### src/rtl/fifo_drain_ctrl_if.sv
// fifo_drain_ctrl_if
//
// Bundles the two handshakes of the FIFO drain controller. The FIFO-side signals
// form the read port of the memory_core FIFO. The stream-side signals form the
// downstream valid/ready output.
//
// Parameters:
//   DW          data width, must equal the FIFO data width
//
// Signals:
//   fifo_empty  FIFO has no readable word             (environment -> controller)
//   fifo_ren    read enable into the FIFO             (controller  -> environment)
//   fifo_valid  fifo_data valid, one cycle after ren  (environment -> controller)
//   fifo_data   FIFO read data                        (environment -> controller)
//   out_valid   skid buffer head valid                (controller  -> environment)
//   out_data    skid buffer head word                 (controller  -> environment)
//   out_ready   downstream accepts                    (environment -> controller)
//
// Modports:
//   master      the drain controller
//   slave       the FIFO plus the downstream consumer
interface fifo_drain_ctrl_if #(
  parameter int DW = 16
) ();

  logic          fifo_empty;
  logic          fifo_ren;
  logic          fifo_valid;
  logic [DW-1:0] fifo_data;
  logic          out_valid;
  logic [DW-1:0] out_data;
  logic          out_ready;

  modport master (
    output fifo_ren,
    output out_valid,
    output out_data,
    input  fifo_empty,
    input  fifo_valid,
    input  fifo_data,
    input  out_ready
  );

  modport slave (
    input  fifo_ren,
    input  out_valid,
    input  out_data,
    output fifo_empty,
    output fifo_valid,
    output fifo_data,
    output out_ready
  );

endinterface

### src/rtl/fifo_drain_ctrl.sv
// fifo_drain_ctrl
//
// Read-side host controller for the memory_core FIFO. It issues read enables
// into the FIFO's one-cycle-latency read port. Returning words are captured
// into a small skid buffer and presented downstream as a valid/ready stream.
// Reads are only issued when the skid buffer is guaranteed to have room for
// the response, so back-pressure never drops a word. A start/abort burst FSM
// (IDLE -> RUN -> DRAIN) controls how many words are fetched.
//
// Build option:
//   FIFO_DRAIN_STATS_EN  when defined, adds the word_count port and counter.
//                        The counter counts every delivered word, wraps at
//                        16 bits and is cleared by rst only.
//
// Parameters:
//   DW          data width (must match the interface / FIFO)
//   SKID_DEPTH  skid buffer entries, power of two in 2..8
//
// Ports:
//   clk         clock
//   rst         synchronous active-high reset
//   clk_en      global enable; every state update is qualified by it
//   start       begin a burst (honoured in IDLE only)
//   abort       stop issuing reads (honoured in RUN only)
//   burst_len   words per burst, latched on start; 0 = continuous until abort
//   bus         fifo_drain_ctrl_if.master (FIFO read port + output stream)
//   busy        controller is not IDLE
//   done        single-cycle pulse on the DRAIN -> IDLE transition
//   proto_err   sticky protocol error, cleared only by rst
//   word_count  delivered word count (FIFO_DRAIN_STATS_EN only)
module fifo_drain_ctrl #(
  parameter int DW         = 16,
  parameter int SKID_DEPTH = 2
) (
  input  logic                clk,
  input  logic                rst,
  input  logic                clk_en,
  input  logic                start,
  input  logic                abort,
  input  logic [7:0]          burst_len,
  fifo_drain_ctrl_if.master   bus,
  output logic                busy,
  output logic                done,
  output logic                proto_err
`ifdef FIFO_DRAIN_STATS_EN
  ,
  output logic [15:0]         word_count
`endif
);

  // Pointer width and occupancy width. Occupancy needs one extra bit to
  // represent the completely full state.
  localparam int PW = (SKID_DEPTH > 1) ? $clog2(SKID_DEPTH) : 1;
  localparam int OW = $clog2(SKID_DEPTH + 1);

  typedef enum logic [1:0] {
    IDLE  = 2'd0,
    RUN   = 2'd1,
    DRAIN = 2'd2
  } state_t;

  state_t          state;
  state_t          state_nxt;

  logic [7:0]      len_q;
  logic [7:0]      issued;
  logic [7:0]      issued_nxt;
  logic            inflight;
  logic            post_rst;

  logic [DW-1:0]   skid [SKID_DEPTH];
  logic [PW-1:0]   wr_ptr;
  logic [PW-1:0]   rd_ptr;
  logic [OW-1:0]   occ;

  logic            ren;
  logic            credit_ok;
  logic            len_ok;
  logic            skid_full;
  logic            capture;
  logic            push;
  logic            pop;
  logic            err_set;
  logic            proto_err_q;

  // Credit check. The occupancy is taken before this cycle's pop and the
  // in-flight read is counted too, so a response always finds a free slot.
  assign credit_ok = ({1'b0, occ} + {{OW{1'b0}}, inflight}) < (OW+1)'(SKID_DEPTH);
  assign len_ok    = (len_q == 8'd0) || (issued < len_q);

  // The issued counter saturates so continuous mode can run indefinitely.
  // In burst mode it stops at len_q, so saturation is never reached.
  assign issued_nxt = (ren && (issued != 8'hFF)) ? issued + 8'd1 : issued;

  // Skid buffer handshakes. In the cycle right after reset, any response is
  // stale and is ignored completely.
  assign skid_full = (occ == OW'(SKID_DEPTH));
  assign capture   = clk_en && bus.fifo_valid && !post_rst;
  assign push      = capture && !skid_full;
  assign pop       = clk_en && (occ != '0) && bus.out_ready;
  assign err_set   = capture && (!inflight || skid_full);

  // FSM state register.
  always_ff @(posedge clk) begin
    if (rst) begin
      state <= IDLE;
    end else if (clk_en) begin
      state <= state_nxt;
    end
  end

  // FSM next-state logic. The burst ends after the cycle whose issue brings the
  // count to burst_len. DRAIN waits until the last response has arrived and
  // every captured word has been handed downstream.
  always_comb begin
    state_nxt = state;
    case (state)
      IDLE: begin
        if (start) begin
          state_nxt = RUN;
        end
      end
      RUN: begin
        if (abort) begin
          state_nxt = DRAIN;
        end else if ((len_q != 8'd0) && (issued_nxt == len_q)) begin
          state_nxt = DRAIN;
        end
      end
      DRAIN: begin
        if ((occ == '0) && !inflight) begin
          state_nxt = IDLE;
        end
      end
      default: begin
        state_nxt = IDLE;
      end
    endcase
  end

  // FSM outputs. The read enable is combinational and is suppressed in the
  // cycle abort is seen, while disabled, and while reset is asserted.
  always_comb begin
    busy = (state != IDLE);
    ren  = clk_en && !rst && (state == RUN) && !abort && !bus.fifo_empty &&
           credit_ok && len_ok;
    done = clk_en && !rst && (state == DRAIN) && (occ == '0) && !inflight;
  end

  assign bus.fifo_ren = ren;

  // Burst bookkeeping. The length is latched and the issued count is cleared
  // on start. The in-flight flag marks that a response is due next enabled
  // cycle. The post-reset flag masks the stale response slot after rst.
  always_ff @(posedge clk) begin
    if (rst) begin
      len_q    <= 8'd0;
      issued   <= 8'd0;
      inflight <= 1'b0;
      post_rst <= 1'b1;
    end else if (clk_en) begin
      inflight <= ren;
      post_rst <= 1'b0;
      if ((state == IDLE) && start) begin
        len_q  <= burst_len;
        issued <= 8'd0;
      end else if (state == RUN) begin
        issued <= issued_nxt;
      end
    end
  end

  // Skid buffer storage and pointers. A push into a full buffer is dropped
  // and leaves the pointers alone. Simultaneous push and pop keep occ steady.
  always_ff @(posedge clk) begin
    if (rst) begin
      for (int i = 0; i < SKID_DEPTH; i++) begin
        skid[i] <= '0;
      end
      wr_ptr <= '0;
      rd_ptr <= '0;
      occ    <= '0;
    end else begin
      if (push) begin
        skid[wr_ptr] <= bus.fifo_data;
        wr_ptr       <= wr_ptr + PW'(1);
      end
      if (pop) begin
        rd_ptr <= rd_ptr + PW'(1);
      end
      case ({push, pop})
        2'b10:   occ <= occ + OW'(1);
        2'b01:   occ <= occ - OW'(1);
        default: occ <= occ;
      endcase
    end
  end

  // Sticky protocol error: an unsolicited response, or a response with no
  // room in the skid buffer.
  always_ff @(posedge clk) begin
    if (rst) begin
      proto_err_q <= 1'b0;
    end else if (err_set) begin
      proto_err_q <= 1'b1;
    end
  end

  assign proto_err = proto_err_q;

  // The head of the skid buffer drives the output stream. The registers hold
  // while clk_en is low, so the stream holds as well.
  assign bus.out_valid = (occ != '0);
  assign bus.out_data  = skid[rd_ptr];

`ifdef FIFO_DRAIN_STATS_EN
  // Delivered-word counter. It survives start and wraps naturally.
  always_ff @(posedge clk) begin
    if (rst) begin
      word_count <= 16'd0;
    end else if (pop) begin
      word_count <= word_count + 16'd1;
    end
  end
`endif

endmodule

### src/flat_wrapper.sv
// flat-port wrapper written by rule: the top's interface ports become plain ports
module fifo_drain_ctrl_flat 
#(
  parameter int DW         = 16,
  parameter int SKID_DEPTH = 2
)
  (clk, rst, clk_en, start, abort, burst_len, busy, done, proto_err, bus_fifo_ren, bus_out_valid, bus_out_data, bus_fifo_empty, bus_fifo_valid, bus_fifo_data, bus_out_ready);
  fifo_drain_ctrl_if #(.DW(DW)) bus_i ();
  input  logic clk;
  input  logic rst;
  input  logic clk_en;
  input  logic start;
  input  logic abort;
  input  logic [7:0] burst_len;
  output logic busy;
  output logic done;
  output logic proto_err;
  output wire logic [$bits(bus_i.fifo_ren)-1:0] bus_fifo_ren;
  output wire logic [$bits(bus_i.out_valid)-1:0] bus_out_valid;
  output wire logic [$bits(bus_i.out_data)-1:0] bus_out_data;
  input wire logic [$bits(bus_i.fifo_empty)-1:0] bus_fifo_empty;
  input wire logic [$bits(bus_i.fifo_valid)-1:0] bus_fifo_valid;
  input wire logic [$bits(bus_i.fifo_data)-1:0] bus_fifo_data;
  input wire logic [$bits(bus_i.out_ready)-1:0] bus_out_ready;
  assign bus_fifo_ren = bus_i.fifo_ren;
  assign bus_out_valid = bus_i.out_valid;
  assign bus_out_data = bus_i.out_data;
  assign bus_i.fifo_empty = bus_fifo_empty;
  assign bus_i.fifo_valid = bus_fifo_valid;
  assign bus_i.fifo_data = bus_fifo_data;
  assign bus_i.out_ready = bus_out_ready;
  fifo_drain_ctrl #(.DW(DW), .SKID_DEPTH(SKID_DEPTH)) u_core (.clk(clk), .rst(rst), .clk_en(clk_en), .start(start), .abort(abort), .burst_len(burst_len), .bus(bus_i), .busy(busy), .done(done), .proto_err(proto_err));
endmodule
### config.mk
export PLATFORM = sky130hd
export DESIGN_NAME = fifo_drain_ctrl_flat
export DESIGN_NICKNAME = d
export VERILOG_FILES = /design/src/rtl/fifo_drain_ctrl_if.sv /design/src/rtl/fifo_drain_ctrl.sv /design/src/flat_wrapper.sv
export SDC_FILE = /design/constraint.sdc
export NUM_CORES = 1
export LEC_CHECK = 0
export ABC_CLOCK_PERIOD_IN_PS = 4600
export BUFFER_PORTS_ARGS = -buffer_cell sky130_fd_sc_hd__buf_2
export CAP_MARGIN = 20
export CORE_AREA = 4 4 99 101
export CTS_CLUSTER_SIZE = 28
export DETAILED_ROUTE_END_ITERATION = 10
export DIE_AREA = 0 0 103 105
export HOLD_SLACK_MARGIN = 0.05
export PLACE_DENSITY_LB_ADDON = 0.08
export SLEW_MARGIN = 20
export SYNTH_ARGS = -nofsm -noshare
export SYNTH_HDL_FRONTEND = slang
export SYNTH_SLANG_ARGS = --single-unit
### constraint.sdc
create_clock -name clk -period 4.6 [get_ports clk]
set_input_delay 1.38 -clock clk [delete_from_list [all_inputs] [get_ports clk]]
set_output_delay 1.38 -clock clk [all_outputs]
set_load 0.02 [all_outputs]
==> results.md, run 1 <==
- Post-synthesis cell count: 310
- RSZ-0062 raised after global routing: false
- I/O pins: 53
- Wire length of the first global-routing pass: 12.08 mm
- Maximum clock rate: 0.2673 GHz
- Status: finished, final reports clean
- Top delay family on crit path: simple AND/OR/NAND/NOR gates
- Max-cap violations: 0
- Most common cell in the netlist: and2_1
- Final std cells w/o fill: 480
- Fin Hold WS: 0.4652 ns
- Hold Violations, Final: 0
- Final Max Slew Viols: 0
- Area Overhead vs Synth: 17.17%
- Post-synth EDFFs: 32
- Die ar.: 10820 um^2
- Largest cells by area after synthesis: edfxtp_1 (31%), dfxtp_1 (17%), and2_1 (6.7%)
- Syn nets: 351
- CP endpoint kind: output port
- Post-Place Cell Area: 3451 um^2
- Drt first pass iters: 4
- Ys async rst share: 0%
- Most used cell along the critical path: buf_2
- TritonCTS clock tree: yes
- Post-Place Cells: 464
- Synthesized cell area: 3083 um^2
- Minimum clock period: 3.741 ns
- Worst path cell trace: buf_2, nor4b_1, nand2_1, nor2_1, buf_2
- Final Setup Violations: 0
- Setup CP Type: input port to output port
- Clk_skew: 0.005881 ns
- Seq/Total Area, Yosys: 48.05%
- Port Buffers: 52
- Post-CTS sizing: 0
- Setup tns final: 0 ns
- Synth warnings: 0
- Synth top area share: 31.17%
- Worst skew pair latency: 0.33 ns
- Ys flop type: edfxtp_1
- Inserted Diodes: 0
- Worst path slowest cell: nor4b_1
- # fillers: 910
- Slew @ Worst Pin: 0.7627 ns
- Hold_buf cts: 0
- Depth of the CTS H-tree: 3
- GPL Wtd Cong: 0.8623
- Worst vdd ir: 136.5 uV
- PD cells: 310.0 nW/um^2
- WP buf/inv: 2
- Worst-path clk slew: 0.07 ns
- Startpoint class of the critical path: input port
- Multi-input combinational cell area: 1495 um^2
- Slew Limit Headroom: 49.08%
- #FFs+latches synth: 58
- Initial antenna violation count: 0
- Final Cell Area: 3612 um^2
- GRT Util Overall: 14.14%
- Initial DRC Count: 72
- DRC: 0
- Final total power: 1.120 mW
- Starting density of the core: 34.17%
- Vias per cell: 5.067
- Sink Count: 58
- Clock root buffer: clkbuf_8
- Die X: 103 um
- Final nets: 405
- Slowest Stage Delay on Critical Path: 0.23 ns
- Longest Clk Path Bufs: 2
- CTS Buf Count: 9
- Slack of the critical path: 0.8588 ns
- Arrival time worst endpoint: 2.36 ns
- Crit path max fanout: 8
- Die Height: 105 um
- GRT overflow: 0
- Largest net degree at the start of global routing: 32
- Number of nets with antenna violations after routing: 0
- Cell accounting for the most synthesized area: edfxtp_1
- Worst endpoint required time: 3.22 ns
- Pre-CTS setup slack: 0.6699 ns
- Post-CTS Setup Bufs: 0
- Vias in the first global route: 2407
- Leak pwr: 1.434 nW
- # rows: 35
- Post-Syn Area per Cell: 9.945 um^2
- Drt wl/cell: 14.89 um
- Util after Layout: 40.04%
- Synth top cells by count: and2_1 (33), edfxtp_1 (32), nand2_1 (27), nor2_1 (27), dfxtp_1 (26)
- HPWL after detailed placement: 4.976 mm
- Yosys cell types: 50
- Share of layout cells above drive strength 1: 26.56%
- Hold Path Class: register to register
- Part of the cycle the worst path needs: 81.33%
- DRT Wirelength: 7.146 mm
- Routed via count: 2432
- Core area: 9021 um^2
- Total area of sequential cells: 1481 um^2
## flip-flops by register name (all words and copies together), names as in the netlist, named ones only
register          count
u_core.post_rst       1
u_core.inflight       1
u_core.occ            2
u_core.skid          32
u_core.proto_err      1
u_core.wr_ptr         1
u_core.rd_ptr         1
u_core.len_q          8
u_core.state          2
u_core.issued         8
## worst register-to-register path, cell delays in order (launching register included)
cell and delay, ns:
dfxtp_1 0.46, inv_1 0.08, ha_1 0.27, o21a_1 0.11
nor2_1 0.03, or4_1 0.68, and4_2 0.29, nor3_1 0.13
or4b_1 0.49, or3_1 0.39, a221oi_2 0.23
## path summary, 6_finish.rpt
| kind | from | end | slack, ns | cells past startpoint |
|---|---|---|---|---|
| setup / recovery | clk_en | bus_fifo_ren | 0.86 | 5 |
| hold / removal | u_core.post_rst$_SDFFE_PP1P_ | u_core.post_rst$_SDFFE_PP1P_ | 0.47 | 1 |
| setup reg to reg | u_core.len_q[3]$_SDFFE_PP0P_ | u_core.state[1]$_SDFFE_PP0P_ | 1.37 | 10 |
| hold reg to reg | u_core.post_rst$_SDFFE_PP1P_ | u_core.post_rst$_SDFFE_PP1P_ | 0.47 | 1 |
## cell type report
class / instances / share of cell area (%)
multi-input combinational: 228 / 41.39
inverter: 10 / 1.039
clock inverter: 6 / 0.9352
sequential: 58 / 41.01
clock buffer: 10 / 3.533
tap: 111 / 3.845
timing repair buffer: 57 / 8.244
## cells by family after synthesis
logic type	count (synthesis)	synth area share, %
XOR/XNOR	12	3.409
AND/OR/NAND/NOR	136	23.70
AO/OA/AOI/OAI	52	10.92
multiplexers	19	6.818
buffers and inverters	24	3.450
flip-flops	58	48.05
adder cells (fa/ha/maj)	9	3.653
## cell usage in the layout, fill, tap and decap left out, types with 2 or more instances in the layout
cell        instances
buf_2              52
and2_1             33
edfxtp_1           32
nand2_1            27
nor2_1             27
dfxtp_1            26
a21oi_1            22
mux2_2             16
inv_1              10
ha_1                9
clkbuf_8            9
nand3_1             8
o21ai_0             8
nor3_1              7
xnor2_1             7
nand2b_1            5
xor2_1              5
buf_4               5
nand4_1             4
nor4b_1             3
or4_1               3
or2_2               3
o211ai_1            3
mux2i_1             3
clkinv_2            3
o21a_1              2
nor2b_1             2
and3_1              2
nand3b_1            2
nor3b_1             2
a211oi_1            2
o311ai_0            2
or4_2               2
or3_1               2
a21o_1              2
clkinvlp_4          2
## routing by layer
metal	share of wire (%)	up-vias	global-route usage, %
met5	0	-	0
met4	1.6	0	5.088
met3	5.7	8	3.538
met2	48	71	22.69
met1	44	1133	18.20
li1	-	1220	-
## power by group
part	total [mW]	internal, mW	switching [mW]	leakage (nW)
combinational	0.141	0.0590	0.0825	0.809
sequential	0.583	0.566	0.0163	0.545
clock	0.396	0.191	0.205	0.0795
No activity file was read; power rests on OpenSTA's default activity.
==> run 2: changes to the inputs <==
--- a/config.mk
+++ b/config.mk
@@ -5,13 +5,14 @@
 export SDC_FILE = /design/constraint.sdc
 export NUM_CORES = 1
 export LEC_CHECK = 0
-export ABC_CLOCK_PERIOD_IN_PS = 4600
+export ABC_AREA = 1
+export ABC_CLOCK_PERIOD_IN_PS = 3450
 export BUFFER_PORTS_ARGS = -buffer_cell sky130_fd_sc_hd__buf_2
 export CAP_MARGIN = 20
-export CORE_AREA = 4 4 99 101
+export CORE_AREA = 4 4 98 100
 export CTS_CLUSTER_SIZE = 28
 export DETAILED_ROUTE_END_ITERATION = 10
-export DIE_AREA = 0 0 103 105
+export DIE_AREA = 0 0 102 104
 export HOLD_SLACK_MARGIN = 0.05
 export PLACE_DENSITY_LB_ADDON = 0.08
 export SLEW_MARGIN = 20
==> constraint.sdc (replaced) <==
create_clock -name clk -period 3.45 [get_ports clk]
set_input_delay 1.035 -clock clk [delete_from_list [all_inputs] [get_ports clk]]
set_output_delay 1.035 -clock clk [all_outputs]
set_load 0.02 [all_outputs]
==> results.md, run 2 <==
- Hold Violations, Final: 0
- Ys async rst share: 0%
- Starting density of the core: 34.88%
- Crit path max fanout: 11
- Number of nets with antenna violations after routing: 0
- Initial antenna violation count: 0
- RSZ-0062 raised after global routing: false
- WHS Path Cells: 2
- Hold Path Class: register to register
- Largest cells by area after synthesis: edfxtp_1 (32%), dfxtp_1 (17%), nand2_1 (7.6%)
- Clk_skew: 0.01507 ns
- Most common cell after layout, fill and taps aside: nand2_1
- Total area of sequential cells: 1481 um^2
- Syn nets: 409
- Ys flop type: edfxtp_1
- Slack of the critical path: 0.3924 ns
- Multi-input combinational cell area: 1277 um^2
- Drt wl/cell: 13.67 um
- Vias in the first global route: 2517
- TritonCTS clock tree: yes
- Minimum clock period: 3.058 ns
- Routed via count: 2550
- Drt first pass iters: 4
- Final total power: 1.617 mW
- Post-CTS Setup Bufs: 0
- Yosys cell types: 24
- Worst skew pair latency: 0.34 ns
- Die X: 102 um
- Share of layout cells above drive strength 1: 22.17%
- GRT met2 Usage: 24.33%
- Biggest register: u_core.skid
- Sink Count: 58
- Die Height: 104 um
- Largest net degree at the start of global routing: 21
- Slew @ Worst Pin: 0.9519 ns
- Seq/Total Area, Yosys: 48.95%
- Pre-CTS setup slack: 0.3932 ns
- Status: finished, final reports clean
- Die ar.: 10610 um^2
- GR Util met1: 17.84%
- Final std cells w/o fill: 541
- Util after Layout: 41.85%
- Synthesized cell area: 3027 um^2
- Synth top area share: 31.75%
- Vias per cell: 4.713
- Area Overhead vs Synth: 20.01%
- #FFs+latches synth: 58
- Setup tns final: 0 ns
- PD cells: 445.3 nW/um^2
- Inserted Diodes: 0
- Worst vdd ir: 150.1 uV
- Most common cell in the netlist: nand2_1
- Port Buffers: 52
- Maximum clock rate: 0.3271 GHz
- Final Setup Violations: 0
- Worst endpoint required time: 2.41 ns
- Wire length of the first global-routing pass: 12.11 mm
- Setup CP Type: input port to output port
- Largest regs: u_core.skid: 32 flops, u_core.issued: 8 flops, u_core.len_q: 8 flops
- CP endpoint kind: output port
- Post-CTS sizing: 0
- Cell accounting for the most synthesized area: edfxtp_1
- Startpoint class of the critical path: input port
- Global route hottest layer: met2
- Final nets: 469
- Post-synth EDFFs: 32
- GPL Wtd Cong: 0.8475
- Post-synthesis cell count: 368
- Longest Clk Path Bufs: 2
- Core area: 8678 um^2
- Clock root buffer: clkbuf_8
- GRT overflow: 0
- Final Max Slew Viols: 0
- Part of the cycle the worst path needs: 88.63%
- Initial DRC Count: 121
- HPWL after detailed placement: 5.366 mm
- Post-Place Cells: 525
- Arrival time worst endpoint: 2.02 ns
- Most frequent cells in the layout: nand2_1 (61), nor2_1 (56), inv_1 (55)
- Reg2Reg Depth: 19
- CTS Buf Count: 9
- # fillers: 912
- Synth top cells by count: nand2_1 (61), nor2_1 (56), inv_1 (55)
- Post-Syn Area per Cell: 8.225 um^2
- Depth of the CTS H-tree: 3
- DRC: 0
- GRT Util Overall: 14.56%
- Hold_buf cts: 0
- Leak pwr: 1.657 nW
- Met3 GRT Util: 3.488%
- # rows: 34
- Slew Limit Headroom: 36.25%
- DRT Wirelength: 7.396 mm
- Synth warnings: 0
- I/O pins: 53
- Number of flip-flops in the largest register: 32
- Worst-path clk slew: 0.07 ns
- Max-cap violations: 0
## run 2: changes by cell type in the layout (fill, tap and decap cells not counted), moves of 4 or more
cell	previous run	this run
nand3_1	8	35
nand4_1	4	10
and2_1	33	0
nand2b_1	5	0
nand2_1	27	61
nor3_1	7	3
xnor2_1	7	0
buf_4	5	9
inv_1	10	55
o21ai_0	8	15
nor2_1	27	56
## run 2: worst max-delay path, cell delays in order
cell	delay, ns
buf_2	0.19
inv_1	0.10
nand3_1	0.09
a211oi_2	0.24
nand2_1	0.13
inv_2	0.08
buf_2	0.15
## run 2: final timing paths
check / slack [ns] / to / startpoint
min reg2reg: 0.45 / u_core.proto_err$_SDFFE_PP0P_ / u_core.proto_err$_SDFFE_PP0P_
min: 0.45 / u_core.proto_err$_SDFFE_PP0P_ / u_core.proto_err$_SDFFE_PP0P_
max: 0.39 / bus_fifo_ren / rst
max reg2reg: 0.92 / u_core.state[0]$_SDFFE_PP0P_ / u_core.len_q[5]$_SDFFE_PP0P_
## run 2: area by class of cell
cell class / count / share of cell area (%)
well taps: 108 / 3.720
repair buffers: 61 / 9.025
flip-flops and latches: 58 / 40.79
multi-input cells: 241 / 35.17
inverters: 57 / 5.890
clock inverters: 5 / 1.516
clock buffers: 11 / 3.893
## run 2: kinds of logic after synthesis
family / count (synthesis) / synth area share (%)
AO/OA/AOI/OAI: 43 / 7.565
XOR/XNOR: 4 / 1.157
adder cells (fa/ha/maj): 9 / 3.721
buffers and inverters: 69 / 8.847
flip-flops: 58 / 48.95
multiplexers: 16 / 5.953
AND/OR/NAND/NOR: 169 / 23.81
## run 2: power by group
part	switching (mW)	total [mW]	internal, mW
sequential	0.0192	0.777	0.758
combinational	0.139	0.218	0.0793
clock	0.271	0.622	0.351
## run 2: per-stage QoR
step	area (um^2)	hold WS [ns]
floorplan	3027	0.4257
global placement	3436	0.4365
detailed placement	3436	0.4395
CTS	3632	0.4443
global route	3632	0.4808
finish	3632	0.4497
## run 2: metal layers
metal | vias up | wire length (um)
met4 | 0 | 138
met1 | 1143 | 3331
met2 | 62 | 3543
li1 | 1333 | -
met3 | 12 | 382
met5 | - | 0
==> run 3: changes to the inputs <==
--- a/config.mk
+++ b/config.mk
@@ -6,7 +6,7 @@
 export NUM_CORES = 1
 export LEC_CHECK = 0
 export ABC_AREA = 1
-export ABC_CLOCK_PERIOD_IN_PS = 3450
+export ABC_CLOCK_PERIOD_IN_PS = 3600
 export BUFFER_PORTS_ARGS = -buffer_cell sky130_fd_sc_hd__buf_2
 export CAP_MARGIN = 20
 export CORE_AREA = 4 4 98 100
@@ -14,7 +14,7 @@
 export DETAILED_ROUTE_END_ITERATION = 10
 export DIE_AREA = 0 0 102 104
 export HOLD_SLACK_MARGIN = 0.05
-export PLACE_DENSITY_LB_ADDON = 0.08
+export PLACE_DENSITY_LB_ADDON = 0.15
 export SLEW_MARGIN = 20
 export SYNTH_ARGS = -nofsm -noshare
 export SYNTH_HDL_FRONTEND = slang
==> constraint.sdc (replaced) <==
create_clock -name clk -period 3.6 [get_ports clk]
set_input_delay 1.08 -clock clk [delete_from_list [all_inputs] [get_ports clk]]
set_output_delay 1.08 -clock clk [all_outputs]
set_load 0.02 [all_outputs]
==> results.md, run 3 (same netlist as run 2, synthesis figures left out) <==
- Wire length of the first global-routing pass: 11.81 mm
- Initial DRC Count: 139
- Worst vdd ir: 168.4 uV
- DRT Wirelength: 7.255 mm
- Most used cell along the critical path: nand2_1
- Final Cell Area: 3603 um^2
- Number of flip-flops in the largest register: 32
- Area Overhead vs Synth: 19.06%
- Largest regs: u_core.skid: 32 flops, u_core.issued: 8 flops, u_core.len_q: 8 flops
- Port Buffers: 52
- DRC: 0
- Leak pwr: 1.649 nW
- Clock root buffer: clkbuf_8
- Vias in the first global route: 2469
- # rows: 34
- Fin Hold WS: 0.4532 ns
- Final Max Slew Viols: 0
- Final std cells w/o fill: 538
- Largest net degree at the start of global routing: 21
- Biggest register: u_core.skid
- Crit path max fanout: 5
- GRT Util Overall: 14.20%
- WP buf/inv: 3
- Arrival time worst endpoint: 2.16 ns
- Inserted Diodes: 0
- PD cells: 421.6 nW/um^2
- Routed via count: 2585
- Maximum clock rate: 0.3091 GHz
- Hold Path Class: register to register
- Top delay family on crit path: simple AND/OR/NAND/NOR gates
- Drt first pass iters: 4
- Setup CP Type: register to output port
- Final nets: 467
- Post-CTS sizing: 0
- Slowest Stage Delay on Critical Path: 0.39 ns
- Hold_buf cts: 0
- Worst endpoint required time: 2.52 ns
- Die Height: 104 um
- Clk_skew: 0.006948 ns
- Vias per cell: 4.805
- Worst skew pair latency: 0.33 ns
- TritonCTS clock tree: yes
- GRT overflow: 0
- Final total power: 1.519 mW
- Number of nets with antenna violations after routing: 0
- Worst path cell trace: inv_1, ha_1, a21oi_1, nor2_1, nor3_1, nand2_1, nand2_1, nand2_1, inv_2, buf_2
- Die X: 102 um
- Final Setup Violations: 0
- Slew @ Worst Pin: 0.7649 ns
- Slew Limit Headroom: 48.93%
- Share of layout cells above drive strength 1: 22.09%
- Setup tns final: 0 ns
- Worst path slowest cell: dfxtp_1
- Status: finished, final reports clean
- I/O pins: 53
- Initial antenna violation count: 0
- Drt wl/cell: 13.49 um
- Hold Violations, Final: 0
- CP endpoint kind: output port
- GPL Wtd Cong: 0.8831
- Most frequent cells in the layout: nand2_1 (61), nor2_1 (56), inv_1 (55)
- Core area: 8678 um^2
- Startpoint class of the critical path: register
- Sink Count: 58
- Max-cap violations: 0
- Starting density of the core: 34.88%
- Depth of the CTS H-tree: 3
- Post-CTS Setup Bufs: 0
- Post-Place Cells: 523
- RSZ-0062 raised after global routing: false
- Most common cell after layout, fill and taps aside: nand2_1
- HPWL after detailed placement: 5.327 mm
- CTS Buf Count: 9
- Minimum clock period: 3.236 ns
- Part of the cycle the worst path needs: 89.88%
- Die ar.: 10610 um^2
- Worst-path clk slew: 0.06 ns
- Longest Clk Path Bufs: 2
- Post-Place Cell Area: 3421 um^2
==> run 3: changes by cell type in the layout (fill, tap and decap cells not counted), sizes merged <==
cell,before,now
clkinv,3,5
clkinvlp,1,0
clkbuf,11,9
buf,61,59
==> run 3: tightest hold or removal path: stages, from the launching register on <==
cell,delay (ns)
dfxtp_1,0.31
inv_1,0.05
a21oi_1,0.05
==> run 3: report_power, final <==
group          switching, mW  leakage [nW]  internal [mW]
Combinational          0.129          1.01         0.0748
Sequential            0.0179         0.542          0.727
Clock                  0.259        0.0986          0.312
Total                  0.406          1.65           1.11
==> run 3: area by class of cell <==
| cell class | count | area [um^2] |
|---|---|---|
| Sequential cell | 58 | 1481 |
| Tap cell | 108 | 135.1 |
| Timing Repair Buffer | 59 | 312.8 |
| Clock buffer | 9 | 123.9 |
| Clock inverter | 6 | 58.81 |
| Multi-Input combinational cell | 241 | 1277 |
| Fill cell | 906 | 5075 |
| Inverter | 57 | 214.0 |
==> run 3: routing by layer <==
layer | GRT usage, % | wire, um | share of wire, % | vias up
met5 | 0 | 0 | 0 | -
met1 | 17.55 | 3200 | 44 | 1161
met2 | 23.17 | 3528 | 49 | 87
met3 | 5.231 | 472 | 6.5 | 9
li1 | - | - | - | 1328
met4 | 3.749 | 54 | 0.74 | 0
==> run 3: worst paths after layout <==
check | startpoint | endpoint | depth (start not counted) | slack (ns)
max reg2reg | u_core.len_q[5]$_SDFFE_PP0P_ | u_core.state[0]$_SDFFE_PP0P_ | 19 | 0.95
min reg2reg | u_core.proto_err$_SDFFE_PP0P_ | u_core.proto_err$_SDFFE_PP0P_ | 2 | 0.45
min | u_core.proto_err$_SDFFE_PP0P_ | u_core.proto_err$_SDFFE_PP0P_ | 2 | 0.45
max | u_core.len_q[5]$_SDFFE_PP0P_ | bus_fifo_ren | 10 | 0.36
==> run 3: per-stage QoR <==
stage	setup WS [ns]	utilization, %
floorplan	0.5992	-
global route	0.2780	41.52
global placement	0.4692	39.42
detailed placement	0.4213	39.42
CTS	0.3511	41.52
finish	0.3643	41.52
